**config.mk**
```make
export PLATFORM = sky130hd
export DESIGN_NAME = div_radix2
export DESIGN_NICKNAME = d
export VERILOG_FILES = /design/src/rtl/div_radix2_pkg.sv /design/src/rtl/div_step.sv /design/src/rtl/div_radix2.sv
export SDC_FILE = /design/constraint.sdc
export NUM_CORES = 1
export LEC_CHECK = 0
export BUFFER_PORTS_ARGS = -buffer_cell sky130_fd_sc_hd__buf_2
export CAP_MARGIN = 15
export CORE_MARGIN = 5
export CORE_UTILIZATION = 30
export CTS_CLUSTER_SIZE = 8
export DETAILED_ROUTE_END_ITERATION = 8
export MAX_ROUTING_LAYER = met4
export PLACE_DENSITY = 0.47
export SYNTH_ARGS = -nofsm -noshare
export SYNTH_HDL_FRONTEND = slang
export SYNTH_HIERARCHICAL = 1
export SYNTH_SLANG_ARGS = --single-unit
```
**constraint.sdc**
```tcl
create_clock -name clk -period 4.57 [get_ports clk]
set_input_delay 0 -clock clk [delete_from_list [all_inputs] [get_ports clk]]
set_output_delay 0 -clock clk [all_outputs]
set_load 0.02 [all_outputs]
```
**src/rtl/div_radix2_pkg.sv**
```systemverilog
// Shared definitions for the radix-2 divider: state encoding, default width, counter sizing.
// No logic here; latency and backpressure are defined by the modules that import it.
// Counter width is clog2(width)+1 so the iteration count never wraps.
package div_radix2_pkg;

    localparam int DIV_W_DEFAULT = 32;

    typedef enum logic [1:0] {
        ST_IDLE = 2'd0,
        ST_BUSY = 2'd1,
        ST_DONE = 2'd2
    } div_state_t;

    function automatic int div_cnt_w(input int w);
        return $clog2(w) + 1;
    endfunction

    localparam int CNT_W_DEFAULT = div_cnt_w(DIV_W_DEFAULT);

endpackage

```
**src/rtl/div_step.sv**
```systemverilog
// One restoring radix-2 iteration: shift in a dividend bit, trial-subtract, pick quotient bit.
// Purely combinational, zero latency.
// No flow control; the caller decides when to register the result.
module div_step #(
    parameter int W = 32
) (
    input  logic [W-1:0] rem_in,
    input  logic         dividend_bit,
    input  logic [W-1:0] divisor,
    output logic [W-1:0] rem_out,
    output logic         q_bit
);

    logic [W:0] shifted;
    logic [W:0] diff;

    // rem_in < divisor, so shifted < 2*divisor: the top bit of a W+1 wide
    // difference is exactly the borrow.
    assign shifted = {rem_in, dividend_bit};
    assign diff    = shifted - {1'b0, divisor};
    assign q_bit   = ~diff[W];
    assign rem_out = q_bit ? diff[W-1:0] : shifted[W-1:0];

endmodule

```
**src/rtl/div_radix2.sv**
```systemverilog
// Iterative signed/unsigned divider for the E stage: hi = remainder, lo = quotient.
// Latency: DIV_W+1 stall cycles from start, result registered on entry to DONE.
// Stalls the pipeline via div_stall; holds the result in DONE while hold is high.
module div_radix2
    import div_radix2_pkg::*;
#(
    parameter int DIV_W = DIV_W_DEFAULT
) (
    input  logic             clk,
    input  logic             resetn,
    input  logic             start,
    input  logic             signed_div,
    input  logic [DIV_W-1:0] a,
    input  logic [DIV_W-1:0] b,
    input  logic             flush,
    input  logic             hold,
    output logic             div_stall,
    output logic             result_valid,
    output logic [DIV_W-1:0] hi,
    output logic [DIV_W-1:0] lo
);

    localparam int               CNT_W    = div_cnt_w(DIV_W);
    localparam logic [CNT_W-1:0] LAST_CNT = CNT_W'(DIV_W - 1);
    localparam logic [CNT_W-1:0] CNT_ONE  = CNT_W'(1);

    div_state_t       state;
    div_state_t       state_nxt;
    logic [CNT_W-1:0] cnt;

    logic [DIV_W-1:0] rem_q;
    logic [DIV_W-1:0] quo_q;
    logic [DIV_W-1:0] dvs_q;
    logic             a_neg_q;
    logic             b_neg_q;
    logic             dvs_zero_q;

    logic             accept;
    logic             step_en;
    logic             last_step;

    logic             a_neg;
    logic             b_neg;
    logic [DIV_W-1:0] a_mag;
    logic [DIV_W-1:0] b_mag;

    logic [DIV_W-1:0] step_rem;
    logic             step_q;
    logic [DIV_W-1:0] quo_fin;
    logic [DIV_W-1:0] rem_fin;
    logic [DIV_W-1:0] lo_fin;
    logic [DIV_W-1:0] hi_fin;

    assign a_neg = signed_div & a[DIV_W-1];
    assign b_neg = signed_div & b[DIV_W-1];
    assign a_mag = a_neg ? -a : a;
    assign b_mag = b_neg ? -b : b;

    always_comb begin
        state_nxt    = state;
        div_stall    = 1'b0;
        result_valid = 1'b0;
        accept       = 1'b0;
        step_en      = 1'b0;
        last_step    = 1'b0;
        case (state)
            ST_IDLE: begin
                if (start && !flush) begin
                    accept    = 1'b1;
                    div_stall = 1'b1;
                    state_nxt = ST_BUSY;
                end
            end
            ST_BUSY: begin
                if (flush) begin
                    state_nxt = ST_IDLE;
                end else begin
                    div_stall = 1'b1;
                    step_en   = 1'b1;
                    if (cnt == LAST_CNT) begin
                        last_step = 1'b1;
                        state_nxt = ST_DONE;
                    end
                end
            end
            ST_DONE: begin
                // A start seen here belongs to the instruction just completed.
                result_valid = 1'b1;
                if (flush || !hold) begin
                    state_nxt = ST_IDLE;
                end
            end
            default: begin
                state_nxt = ST_IDLE;
            end
        endcase
    end

    always_ff @(posedge clk) begin
        if (!resetn) begin
            state <= ST_IDLE;
        end else begin
            state <= state_nxt;
        end
    end

    div_step #(
        .W(DIV_W)
    ) u_step (
        .rem_in      (rem_q),
        .dividend_bit(quo_q[DIV_W-1]),
        .divisor     (dvs_q),
        .rem_out     (step_rem),
        .q_bit       (step_q)
    );

    // Divide-by-zero keeps the raw all-ones quotient; the remainder path
    // naturally restores the original dividend.
    assign quo_fin = {quo_q[DIV_W-2:0], step_q};
    assign rem_fin = step_rem;
    assign lo_fin  = ((a_neg_q ^ b_neg_q) && !dvs_zero_q) ? -quo_fin : quo_fin;
    assign hi_fin  = a_neg_q ? -rem_fin : rem_fin;

    always_ff @(posedge clk) begin
        if (!resetn) begin
            cnt        <= '0;
            rem_q      <= '0;
            quo_q      <= '0;
            dvs_q      <= '0;
            a_neg_q    <= 1'b0;
            b_neg_q    <= 1'b0;
            dvs_zero_q <= 1'b0;
            hi         <= '0;
            lo         <= '0;
        end else begin
            if (accept) begin
                cnt        <= '0;
                rem_q      <= '0;
                quo_q      <= a_mag;
                dvs_q      <= b_mag;
                a_neg_q    <= a_neg;
                b_neg_q    <= b_neg;
                dvs_zero_q <= (b == '0);
            end else if (step_en) begin
                cnt   <= cnt + CNT_ONE;
                rem_q <= step_rem;
                quo_q <= quo_fin;
            end
            if (last_step) begin
                hi <= hi_fin;
                lo <= lo_fin;
            end
        end
    end

endmodule
```
**Yosys cells after proc, flatten, opt, wreduce, memory -nomap -nowiden**

Index checks and enable logic that the tools add are counted.
Widths: inputs -> output; s select.

- Input port bits: 70
- Bits in registers: 171
- Output and inout bits: 66
- Word-level logic and storage cells: 59

- Add/subtract/negate cells: 6
- Multiplexer cells: 21
- Reductions and logical operators: 11
- Eq/ne operators: 6
- Bitwise operators: 5

Operator list:

| operator | number |
|---|---|
| $mux 32 | 7 |
| $neg 32->32 | 4 |
| $sub 33x32->33 | 1 |
| $logic_not 32->1 | 1 |
| $mux 1 | 8 |
| $mux 2 | 4 |
| $add 6x1->6 const B | 1 |
| $eq 6x5->1 const B | 1 |
| $pmux 2 s3 | 1 |
| $ne 2x2->1 const B | 2 |
| $logic_not 1->1 | 3 |
| $ne 3x3->1 const B | 1 |
| $reduce_and 3->1 | 1 |
| $and 1x1->1 | 2 |
| $eq 2x1->1 const B | 1 |
| $eq 2x2->1 const B | 1 |
| $logic_and 1x1->1 | 2 |
| $logic_not 2->1 | 1 |
| $not 1->1 | 2 |
| $pmux 1 s2 | 1 |
| $reduce_bool 2->1 | 1 |
| $reduce_or 2->1 | 1 |
| $logic_or 1x1->1 | 1 |
| $xor 1x1->1 | 1 |

**Logic depth before layout (Yosys ltp)**

Gate-level depths: netlist of the first run.

- Word-level depth: 5
- Gate-level depth with buffers: 22
- Gate-level depth less buffers: 19

**Hierarchy**

Netlist of the first run, hierarchy kept.

By module, submodules not included:

| module | instances | cells each | area an instance (µm²) | sequential area each (µm²) |
|---|---|---|---|---|
| div_radix2 | 1 | 1100 | 8842.2 | 3423.3 |
| div_step | 1 | 305 | 2358.5 | 0.0 |

**Least setup slack after synthesis of the first run**

Ideal clock, no wire load.

- Path type: reg-to-reg
- Start point: reg quo_q[31]
- End point: reg hi[26]
- Setup time: 0.132 ns
- Required time: 4.438 ns
- Data arrival time: 4.864 ns
- Stages on the path, launching flop included: 22
- Slack: -0.426 ns
- Path buffers: 3
- Cells stage by stage: dfxtp_1 inv_1 ha_1 fa_1 and2b_1 o2111ai_2 a21oi_2 o2111ai_1 a211oi_2 nor2_4 mux2i_4 and2_4 buf_12 inv_8 buf_12 mux2_4 or4_4 or4_1 buf_2 o41ai_2 xor2_1 a21oi_1

- Cells in the longest elaborated chain, start to end: 4

Ends and longest elaborated chain:

| what | RTL line | RTL |
|---|---|---|
| from (decl) | div_radix2.sv:32 | `logic [DIV_W-1:0] quo_q;` |
| from (signal assigned) | div_radix2.sv:139 | `quo_q <= a_mag;` |
| from (signal assigned) | div_radix2.sv:147 | `quo_q <= quo_fin;` |
| $sub 33x32->33 | div_step.sv:20 | `assign diff = shifted - {1'b0, divisor};` |
| $mux 32 | div_step.sv:22 | `assign rem_out = q_bit ? diff[W-1:0] : shifted[W-1:0];` |
| via rem_fin[8] | div_radix2.sv:50 | `logic [DIV_W-1:0] rem_fin;` |
| $neg 32->32 | div_radix2.sv:122 | `assign hi_fin = a_neg_q ? -rem_fin : rem_fin;` |
| $mux 32 | div_radix2.sv:122 |  |
| to (signal assigned) | div_radix2.sv:150 | `hi <= hi_fin;` |
| to (decl) | div_radix2.sv:19 | `output logic [DIV_W-1:0] hi,` |

The timed path passes the listed nets, and every way through them passes these cells.
A chain may end at the register's enable or synchronous reset.

**Worst setup path in the final report of the first run**

Ends and elaborated chain as after synthesis.

==> key figures, run 1 <==
Outcome
  • Status: finished, violations left
  • Failing checks: setup timing

Timing
  • Worst Slack Setup Final: -148.2 ps
  • # setup viols final: 15
  • Max Slew Vio Count: 0
  • Final setup skew: 11.13 ps
  • Max Clock Freq: between 0.2 and 0.25 GHz
  • Tcrit/Tclk final: 1.032
  • Tmin final: 4718 ps
  • Fin. Hold Viols: 0
  • Final hold slack: about 11 ps
  • Slew headroom: 0.3672
  • Slew at the pin closest to its max-slew limit: 945.9 ps
  • RSZ-0062 raised after global routing: yes

Power
  • IR drop worst, VDD: 181.4 µV
  • Pleak: 0.005668 µW
  • Pwr Total: 3878 µW
  • Power density cells: about 270 nW/µm²

Yosys
  • Syn avg cell area: around 8.0 µm²
  • Simple-gate share of the synthesized area: 0.1911
  • Compound-cell area share of the yosys netlist: 0.2501
  • Ranking of synthesized cells by area: dfxtp_1, xor2_1, a21oi_1
  • Cells after Synth: roughly 1400
  • Seq/Total Area, Yosys: 0.3056
  • Multiplexer share of the synthesized area: 0.04133
  • Synth Area in Adders: 0.04312
  • FF+latch count, synth: 171
  • Synth cell types: 84
  • Post-Synth XOR/XNOR Area: 0.1095
  • Async set or reset register ratio after synthesis: 0
  • Main synth FF type: dfxtp_1
  • Synth warn: 6
  • Syn nets: 1513
  • Synth top area share: 0.3056
  • Largest family of logic cells by synthesized area: compound AO/OA/AOI/OAI gates
  • Largest area contributor in the netlist: dfxtp_1
  • Synth Cell Area: 11200 µm²
  • EDFF count, synth: 0

Floorplanning
  • I/O Pins: 136
  • Initial Utilization: 0.3052
  • Core footprint: 36700 µm²
  • Cell row count: 70
  • Width of the die: a little over 200 µm
  • DIE HEIGHT: 203.2 µm
  • Die area: 41300 µm²

Clock network
  • Clk sinks: 171
  • CTS clk-pin slew, worst paths: ~70 ps
  • Max Root-Sink Buffers: 2
  • H-tree Lvls: 4
  • TritonCTS Buffers: 17
  • CTS tree: yes
  • CTS root buf: clkbuf_16
  • Worst skew pair latency: around 440 ps

Global route
  • Total gr overflow: 0
  • Grt met3 use: 0.02306
  • Most Crowded Layer GR: met1
  • Met2 Usage GRT: 0.2387
  • First-pass GRT wire length: 59130 µm
  • Vias in the first global route: 10140
  • GR Layer Usage met1: 0.2923
  • GRT Overall Usage: 0.1810
  • Initial antenna violation count: 0
  • Pin count of the biggest net entering global routing: 46

Final layout
  • Finished Core Util: 0.3873
  • Fin cells: 2110
  • N_diodes: 0
  • Layout Nets: 1738
  • Most common cell after layout, fill and taps aside: dfxtp_1
  • Most frequent cells in the layout: dfxtp_1, nand2_1, buf_2, a21oi_1, nor2_1
  • Share of cells above drive strength 1: 0.2174
  • Area Growth Syn to Fin: 26.89%

Placed design
  • Placed cells: 2008
  • Pre-CTS setup slack: -217.1 ps
  • HPWL Detailed: 28380 µm
  • Buffers on Ports: 135
  • Gpl congestion: 0.8564

Worst setup path
  • Reg2Reg Launch Point: quo_q[31]$_SDFFE_PN0N_
  • Cell with the largest stage delay on the worst path: or4_4
  • Worst-path fanout max: 8
  • Critical path buffer and inverter count: 2
  • Worst-path cell chain: inv_2, ha_4, fa_2, and2b_1, o2111ai_2, a21oi_2, o2111ai_2, a211oi_2, nor2_4, mux2i_4, and2_4, inv_8, mux2_4, or4_4, or4_4, o41ai_2, xor2_1, a21oi_1
  • Worst Reg-to-Reg Cells: 18
  • Max incr delay on CP: 660 ps
  • CP delay by family, top: simple AND/OR/NAND/NOR gates
  • Startpoint Class: flip-flop
  • R2R Setup Slk: -150 ps
  • CP Capture Type: flip-flop
  • Setup CP Type: reg -> reg
  • WP data required: 4890 ps
  • Reg2reg end: hi[26]$_SDFFE_PN0P_
  • CP arrival: 5040 ps

Detailed routing
  • Initial DRC Count: 656
  • Drt drc: 0
  • Post-route ant nets: 0
  • Routed len/inst: 17.49 µm
  • Via count: 10764
  • DRT Pass-1 Iters: 5
  • Routed vias/inst: ~5
  • Final Routed Wirelength: roughly 37000 µm

Min path
  • Hold endpoint: quo_q[9]$_SDFFE_PN0N_
  • Hold WC Path Type: in -> reg
  • Min-delay src: a[9]
  • Hold depth: 4

Run
  • Max Cap Violations: 0
## stage by stage
step | TNS, ps | instance area, µm²
final | -1064 | 14210
after global routing | -3986 | 14210
after CTS | -1523 | 14130
after detailed placement | -1841 | 12830
after global placement | -928.1 | 12830
after floorplan | -3645 | 11270
## cells by family (layout without fill, tap and decap cells)
group | after synthesis | after routing
AND/OR/NAND/NOR | 434 | 434
XOR/XNOR | 140 | 140
AO/OA/AOI/OAI | 439 | 439
multiplexers | 35 | 35
adder cells (fa/ha/maj) | 38 | 38
buffers and inverters | 148 | 385
flip-flops | 171 | 171
## synth_stat cells, types with 33 or more instances
| cell type | n |
|---|---|
| a211oi_1 | 47 |
| clkbuf_1 | 72 |
| nor2_1 | 97 |
| o21ai_0 | 95 |
| xor2_1 | 80 |
| o31ai_1 | 33 |
| ha_1 | 37 |
| nand2_1 | 157 |
| inv_1 | 52 |
| xnor2_1 | 60 |
| a21oi_1 | 132 |
| dfxtp_1 | 171 |
## per-layer routing
layer  wire length (µm)  up-vias  part of all wire
met2              14410      231              0.39
met5                  0        -                 0
met3               1339       19             0.036
met4                259        0            0.0070
met1              20890     4984              0.57
li1                   -     5530                 -
## worst register-to-register path, delay by kind of cell, from the launching register on
| family | cells | cell delay, ps |
|---|---|---|
| adder cells (fa/ha/maj) | 2 | 540 |
| flip-flops | 1 | 340 |
| XOR/XNOR | 1 | 170 |
| buffers and inverters | 2 | 110 |
| AO/OA/AOI/OAI | 6 | 1220 |
| AND/OR/NAND/NOR | 5 | 1720 |
| multiplexers | 2 | 510 |
## flip-flops by register name, summed over array words and instances (netlist names)
name and cells:
state 2, cnt 6, rem_q 32, quo_q 32, dvs_zero_q 1, a_neg_q 1, dvs_q 32, lo 32
hi 32, b_neg_q 1
## power by group
part | switching, µW | internal, µW
Combinational | 527 | 398
Clock | 651 | 726
Sequential | 45.2 | 1530
Total | 1220 | 2660
## worst max path at each step
| stage | depth (start not counted) | slack (ps) | startpoint | end |
|---|---|---|---|---|
| global placement | 19 | -150 | quo_q[31]$_SDFFE_PN0N_ | hi[17]$_SDFFE_PN0P_ |
| finish | 18 | -150 | quo_q[31]$_SDFFE_PN0N_ | hi[26]$_SDFFE_PN0P_ |
| CTS | 19 | -160 | quo_q[31]$_SDFFE_PN0N_ | hi[17]$_SDFFE_PN0P_ |
| global route | 19 | -290 | quo_q[31]$_SDFFE_PN0N_ | hi[17]$_SDFFE_PN0P_ |
| detailed placement | 19 | -220 | quo_q[31]$_SDFFE_PN0N_ | hi[17]$_SDFFE_PN0P_ |
| floorplan | 21 | -300 | quo_q[31]$_SDFFE_PN0N_ | hi[26]$_SDFFE_PN0P_ |
## cell type report
class	count	area, µm²
inverters	53	206.4
well taps	468	585.6
repair inverters	1	6.256
clock buffers	19	452.9
multi-input cells	1086	7318
clock inverters	12	91.34
flip-flops and latches	171	3425
fillers	3823	22490
repair buffers	300	2127
## repair_timing
item / CTS / global route
hold endpoints to repair: 61 / 0
hold buffers: 64 / 0
pin swaps: 13 / 10
resized for setup: 20 / 10
endpoints found under the setup margin: 17 / 20
buffers inserted: 4 / 0
gates cloned: 1 / 0
Note: power is estimated with default switching activity, not from simulation.
==> run 2, diff against run 1 <==
--- a/config.mk
+++ b/config.mk
@@ -13,6 +13,7 @@
 export DETAILED_ROUTE_END_ITERATION = 8
 export MAX_ROUTING_LAYER = met4
 export PLACE_DENSITY = 0.47
+export SKIP_CTS_REPAIR_TIMING = 1
 export SYNTH_ARGS = -nofsm -noshare
 export SYNTH_HDL_FRONTEND = slang
 export SYNTH_HIERARCHICAL = 1
==> run 2 against run 1 <==
The flow finishes with violations (hold timing, setup timing). Fmax is 1.7% lower. Sequential power hardly changed. Clock-buffer cell count stayed put. Cell count is 0.66% lower. Critical path depth stayed put.
==> key figures, run 2 (same netlist as run 1, synthesis figures left out) <==
Detailed routing
  • DRT Pass-1 Iters: 7
  • Routed vias/inst: 5.108
  • Post-route ant nets: 0
  • Routed len/inst: about 18 µm
  • Drt drc: 0
  • Initial DRC Count: 716
  • Final Routed Wirelength: 36740 µm
  • Via count: 10706

Final layout
  • Fin cells: 2096
  • N_diodes: 0
  • Finished Core Util: 0.3826
  • Most frequent cells in the layout: dfxtp_1, nand2_1, buf_2, a21oi_1, nor2_1
  • Share of cells above drive strength 1: 0.2150
  • Layout Nets: 1724
  • Area Growth Syn to Fin: 25.35%
  • Most common cell after layout, fill and taps aside: dfxtp_1

Timing
  • Worst Slack Setup Final: -231.8 ps
  • # setup viols final: 18
  • Final setup skew: 10.53 ps
  • Tcrit/Tclk final: 1.051
  • Slew at the pin closest to its max-slew limit: 994.3 ps
  • Tmin final: 4802 ps
  • Final hold slack: -40.82 ps
  • Slew headroom: 0.3348
  • Fin. Hold Viols: 5
  • RSZ-0062 raised after global routing: yes
  • Max Clock Freq: approximately 0.21 GHz
  • Max Slew Vio Count: 0

Outcome
  • Status: finished, violations left
  • Failing checks: hold timing, setup timing

Placed design
  • Buffers on Ports: 135
  • HPWL Detailed: 28380 µm
  • Gpl congestion: 0.8564
  • Placed cells: 2008

Floorplanning
  • DIE HEIGHT: 203.2 µm
  • I/O Pins: 136
  • Initial Utilization: 0.3052
  • Core footprint: 36700 µm²
  • Die area: 41300 µm²
  • Cell row count: 70
  • Width of the die: 203.2 µm

Power
  • Logic pwr share: 0.231
  • Power density cells: 273.3 nW/µm²
  • Psw: 1205 µW
  • Sequential share of power: 0.411
  • Clock network power share: 0.358
  • Pwr Total: 3837 µW
  • IR drop worst, VDD: 179.6 µV
  • Pleak: 0.005603 µW
  • Switching Fraction: 0.3140
  • P_int: 2632 µW

Clock network
  • CTS tree: yes
  • Clk sinks: 171
  • H-tree Lvls: 4
  • CTS root buf: clkbuf_16
  • Worst skew pair latency: 440 ps
  • TritonCTS Buffers: 17
  • Max Root-Sink Buffers: 2
  • CTS clk-pin slew, worst paths: roughly 70 ps

Min path
  • Hold WC Path Type: in -> reg

Run
  • Max Cap Violations: 0

Worst setup path
  • Worst-path cell chain: inv_2, ha_4, fa_2, and2b_1, o2111ai_2, a21oi_2, o2111ai_2, a211oi_2, nor2_4, mux2i_4, and2_4, inv_8, mux2_2, or4_4, or4_4, o41ai_2, xor2_1, a21oi_1
  • Cell with the largest stage delay on the worst path: or4_4
  • CP arrival: 5120 ps
  • Setup CP Type: reg -> reg
  • WP data required: between 4000 and 5000 ps
  • Startpoint Class: flip-flop
  • Worst-path fanout max: 10
  • Max incr delay on CP: 600 ps
  • CP Capture Type: flip-flop

Global route
  • Pin count of the biggest net entering global routing: 46
  • Total gr overflow: 0
  • Vias in the first global route: ~9800
  • Initial antenna violation count: 0
  • First-pass GRT wire length: 57900 µm
  • GRT Overall Usage: 0.1785
run 2: final timing paths:
kind / slack, ps / cells after the start / endpoint / startpoint
worst max-delay path: -230 / 18 / hi[26]$_SDFFE_PN0P_ / quo_q[31]$_SDFFE_PN0N_
worst min-delay path: -40 / 3 / dvs_q[12]$_SDFFE_PN0P_ / b[12]
worst max register to register: -230 / 18 / hi[26]$_SDFFE_PN0P_ / quo_q[31]$_SDFFE_PN0N_
worst min register to register: 470 / 2 / dvs_q[28]$_SDFFE_PN0P_ / dvs_q[28]$_SDFFE_PN0P_
run 2: final cells by class:
class,instances,area (µm²)
inverters,53,206.4
fillers,3835,22660
repair buffers,287,1998
clock inverters,12,91.34
well taps,468,585.6
flip-flops and latches,171,3425
multi-input cells,1086,7281
clock buffers,19,452.9
run 2: metrics by stage:
stage	cell area, µm²	setup TNS, ps	worst slack, ps	hold slack, ps
final	14040	-2497	-231.8	-40.82
after global routing	14040	-5645	-372.7	14.57
after CTS	13370	-2268	-244.4	-181.3
after floorplan	11270	-3645	-295.4	79.31
after global placement	12830	-928.1	-145.6	270.9
after detailed placement	12830	-1841	-217.1	279.7
run 2: metal layers:
layer | wire, µm | share of wire | vias to the layer above | track usage
met5 | 0 | 0 | - | -
met4 | 259 | 0.0070 | 0 | 0.03156
met3 | 1419 | 0.039 | 18 | 0.03307
met2 | 14020 | 0.38 | 223 | 0.2247
met1 | 21040 | 0.57 | 4973 | 0.2896
li1 | - | - | 5492 | -
run 2: power groups by stage:
stage          Sequential [µW]  Clock [µW]  Combinational (µW)
6_report                  1580        1370                 886
5_1_grt                   1580        1470                 972
4_1_cts                   1580        1420                 823
3_5_place_dp              1610           0                 818
3_3_place_gp              1610           0                 818
2_1_floorplan             1600           0                 556
run 2: critical path: cells and delay by family, from the launching register on:
family	cells	cell delay, ps
AND/OR/NAND/NOR	5	1650
AO/OA/AOI/OAI	6	1290
multiplexers	2	560
adder cells (fa/ha/maj)	2	540
flip-flops	1	340
XOR/XNOR	1	170
buffers and inverters	2	140
==> run 3, diff against run 2 <==
--- a/config.mk
+++ b/config.mk
@@ -5,11 +5,11 @@
 export SDC_FILE = /design/constraint.sdc
 export NUM_CORES = 1
 export LEC_CHECK = 0
+export ABC_AREA = 1
 export BUFFER_PORTS_ARGS = -buffer_cell sky130_fd_sc_hd__buf_2
 export CAP_MARGIN = 15
 export CORE_MARGIN = 5
 export CORE_UTILIZATION = 30
-export CTS_CLUSTER_SIZE = 8
 export DETAILED_ROUTE_END_ITERATION = 8
 export MAX_ROUTING_LAYER = met4
 export PLACE_DENSITY = 0.47
==> run 3 against run 2 <==
Largest cell class unchanged. Cell count is 41% higher. Critical path depth is 7 higher. Combinational power is 120% higher. Routed wire length is 33% higher. Setup slack better by 1100 ps. First-iteration DRC count is 46% higher. Fmax is 29% higher. Non-clock buffer count is 103 lower. Hold slack better by 26 ps. The flow finishes with violations (hold timing). Sequential power hardly changed.
==> key figures, run 3 <==
Floorplanning
  • Cell row count: 76
  • Die area: 47760 µm²
  • Initial Utilization: 0.3029
  • DIE HEIGHT: ~220 µm
  • Width of the die: 218.5 µm
  • Core footprint: 43080 µm²
  • I/O Pins: 136

Final layout
  • Layout Nets: roughly 2500
  • Finished Core Util: 0.3509
  • Share of cells above drive strength 1: 0.1064
  • Most common cell after layout, fill and taps aside: nand2_1
  • Sequential standard cell area: 3423 µm²
  • Finished Cell Area: 15120 µm²
  • Most frequent cells in the layout: nand2_1, inv_1, nor2_1, dfxtp_1, a21oi_1
  • Area Growth Syn to Fin: 15.87%
  • # fillers: just under 5000
  • Area of the multi-input gates: 8059 µm²
  • N_diodes: 0

Global route
  • Pin count of the biggest net entering global routing: 65
  • GRT Overall Usage: 0.2080
  • Initial antenna violation count: 0
  • Total gr overflow: 0
  • Vias in the first global route: 13073
  • First-pass GRT wire length: 75270 µm

Timing
  • Max Slew Vio Count: 0
  • Slew headroom: 0.3868
  • RSZ-0062 raised after global routing: no
  • Tcrit/Tclk final: 0.8130
  • Setup TNS: 0 ps
  • # setup viols final: 0
  • Slew at the pin closest to its max-slew limit: about 920 ps
  • Final hold slack: -14.53 ps
  • Tmin final: 3715 ps
  • Fin. Hold Viols: 2
  • Final setup skew: 14.43 ps
  • Max Clock Freq: approximately 0.27 GHz

Power
  • Pleak: 0.007486 µW
  • Clock network power share: 0.296
  • Switching Fraction: 0.4165
  • P_int: 2923 µW
  • Sequential share of power: 0.318
  • Power density cells: 331.4 nW/µm²
  • IR drop worst, VDD: ~220 µV
  • Logic pwr share: 0.385
  • Psw: 2087 µW

Yosys
  • Cells after Synth: 2230
  • Commonest cells post-synth: nand2_1, inv_1, nor2_1, dfxtp_1, a21oi_1
  • Synth Cell Area: 13050 µm²
  • Synth cell types: 51
  • Synth warn: 6
  • EDFF count, synth: 0
  • FF+latch count, synth: around 170
  • Seq/Total Area, Yosys: 0.2624
  • Ranking of synthesized cells by area: dfxtp_1, nand2_1, inv_1
  • Async set or reset register ratio after synthesis: 0
  • Syn avg cell area: 5.850 µm²
  • Cell with the most instances after synthesis: nand2_1
  • Synth top area share: 0.2624
  • Main synth FF type: dfxtp_1
  • Largest area contributor in the netlist: dfxtp_1
  • Syn nets: 2338

Worst setup path
  • Worst-path fanout max: 32
  • CP Capture Type: flip-flop
  • Reg2Reg Launch Point: quo_q[31]$_SDFFE_PN0N_
  • WP data required: 4950 ps
  • Startpoint Class: flip-flop
  • CP arrival: 4090 ps
  • CP startpoint: quo_q[31]$_SDFFE_PN0N_
  • Setup CP Type: reg -> reg

Clock network
  • CTS clk-pin slew, worst paths: 70 ps
  • TritonCTS Buffers: 17
  • CTS root buf: clkbuf_16
  • Max Root-Sink Buffers: 2
  • CTS tree: yes
  • Worst skew pair latency: 470 ps
  • Clk sinks: 171
  • H-tree Lvls: 4

Outcome
  • Failing checks: hold timing
  • Status: finished, violations left

Run
  • Max Cap Violations: 0

Detailed routing
  • Initial DRC Count: 1046
  • Via count: 14159
  • Post-route ant nets: 0
  • Drt drc: 0
  • Routed len/inst: 16.58 µm
  • DRT Pass-1 Iters: 6
  • Final Routed Wirelength: 48970 µm
  • Routed vias/inst: 4.793

Placed design
  • Buffers on Ports: about 140
  • Gpl congestion: 0.9452
  • HPWL Detailed: just under 40000 µm
  • Placed Area: 14160 µm²

Min path
  • Min-delay src: b[1]
  • Hold WC Path Type: in -> reg
## run 3: stage by stage
stage | setup WS (ps) | std cells | total power, µW
after floorplan | 1433 | 2230 | 2963
after global placement | 988.2 | 2886 | 3515
after detailed placement | 910.0 | 2886 | 3503
after CTS | 894.9 | 2916 | 5019
after global routing | 430.6 | 2954 | 5357
final | 854.6 | 2954 | 5010
## run 3: routing by layer
metal	track usage	vias up	share of wire
met5	-	-	0
met4	0.05820	0	0.019
met3	0.02757	46	0.045
met2	0.3016	320	0.43
met1	0.3027	6487	0.51
li1	-	7306	-
## run 3: cell type report
| type | count | area share |
|---|---|---|
| clock buffer | 18 | 0.02905 |
| multi-input combinational | 1672 | 0.5331 |
| clock inverter | 12 | 0.009270 |
| sequential | 171 | 0.2265 |
| inverter | 312 | 0.07755 |
| timing repair buffer | 184 | 0.07615 |
| tap | 585 | 0.04842 |
## run 3: power by group through the flow
stage / logic [µW] / clock network [µW] / registers [µW]
after floorplan: 1360 / 0 / 1600
after detailed placement: 1880 / 0 / 1630
after global placement: 1890 / 0 / 1620
after CTS: 1880 / 1540 / 1590
final: 1930 / 1490 / 1590
after global routing: 2170 / 1590 / 1600
## run 3: kinds of logic after synthesis
group,synth area share
buf+inv,0.1199
flops,0.2624
simple gates,0.3888
compound gates,0.1456
xor+xnor,0.04632
fa+ha+maj,0.03702
## run 3: final timing paths
kind / to / slack (ps) / depth (start not counted)
min: dvs_q[3]$_SDFFE_PN0P_ / -10 / 6
max reg2reg: hi[28]$_SDFFE_PN0P_ / 850 / 25
max: hi[28]$_SDFFE_PN0P_ / 850 / 25
min reg2reg: dvs_q[28]$_SDFFE_PN0P_ / 460 / 2
## run 3: critical path, cell delays in order, from the launching register on
cell and delay (ps):
dfxtp_1 350, inv_1 50, ha_1 230, fa_1 410
inv_1 120, nand2_1 60, nand2_1 70, nand3_1 80
nand2_2 110, nand2_1 70, nand2_2 80, nand2_2 70
nand3_1 120, nand2_4 230, nand2_1 130, nand2_1 210
nor2_1 300, nand2_1 110, nor3_1 320, nand3_1 140
nand2_1 80, nand2_1 50, nand2_1 50, nand3_1 80
nand2_1 70, inv_1 30
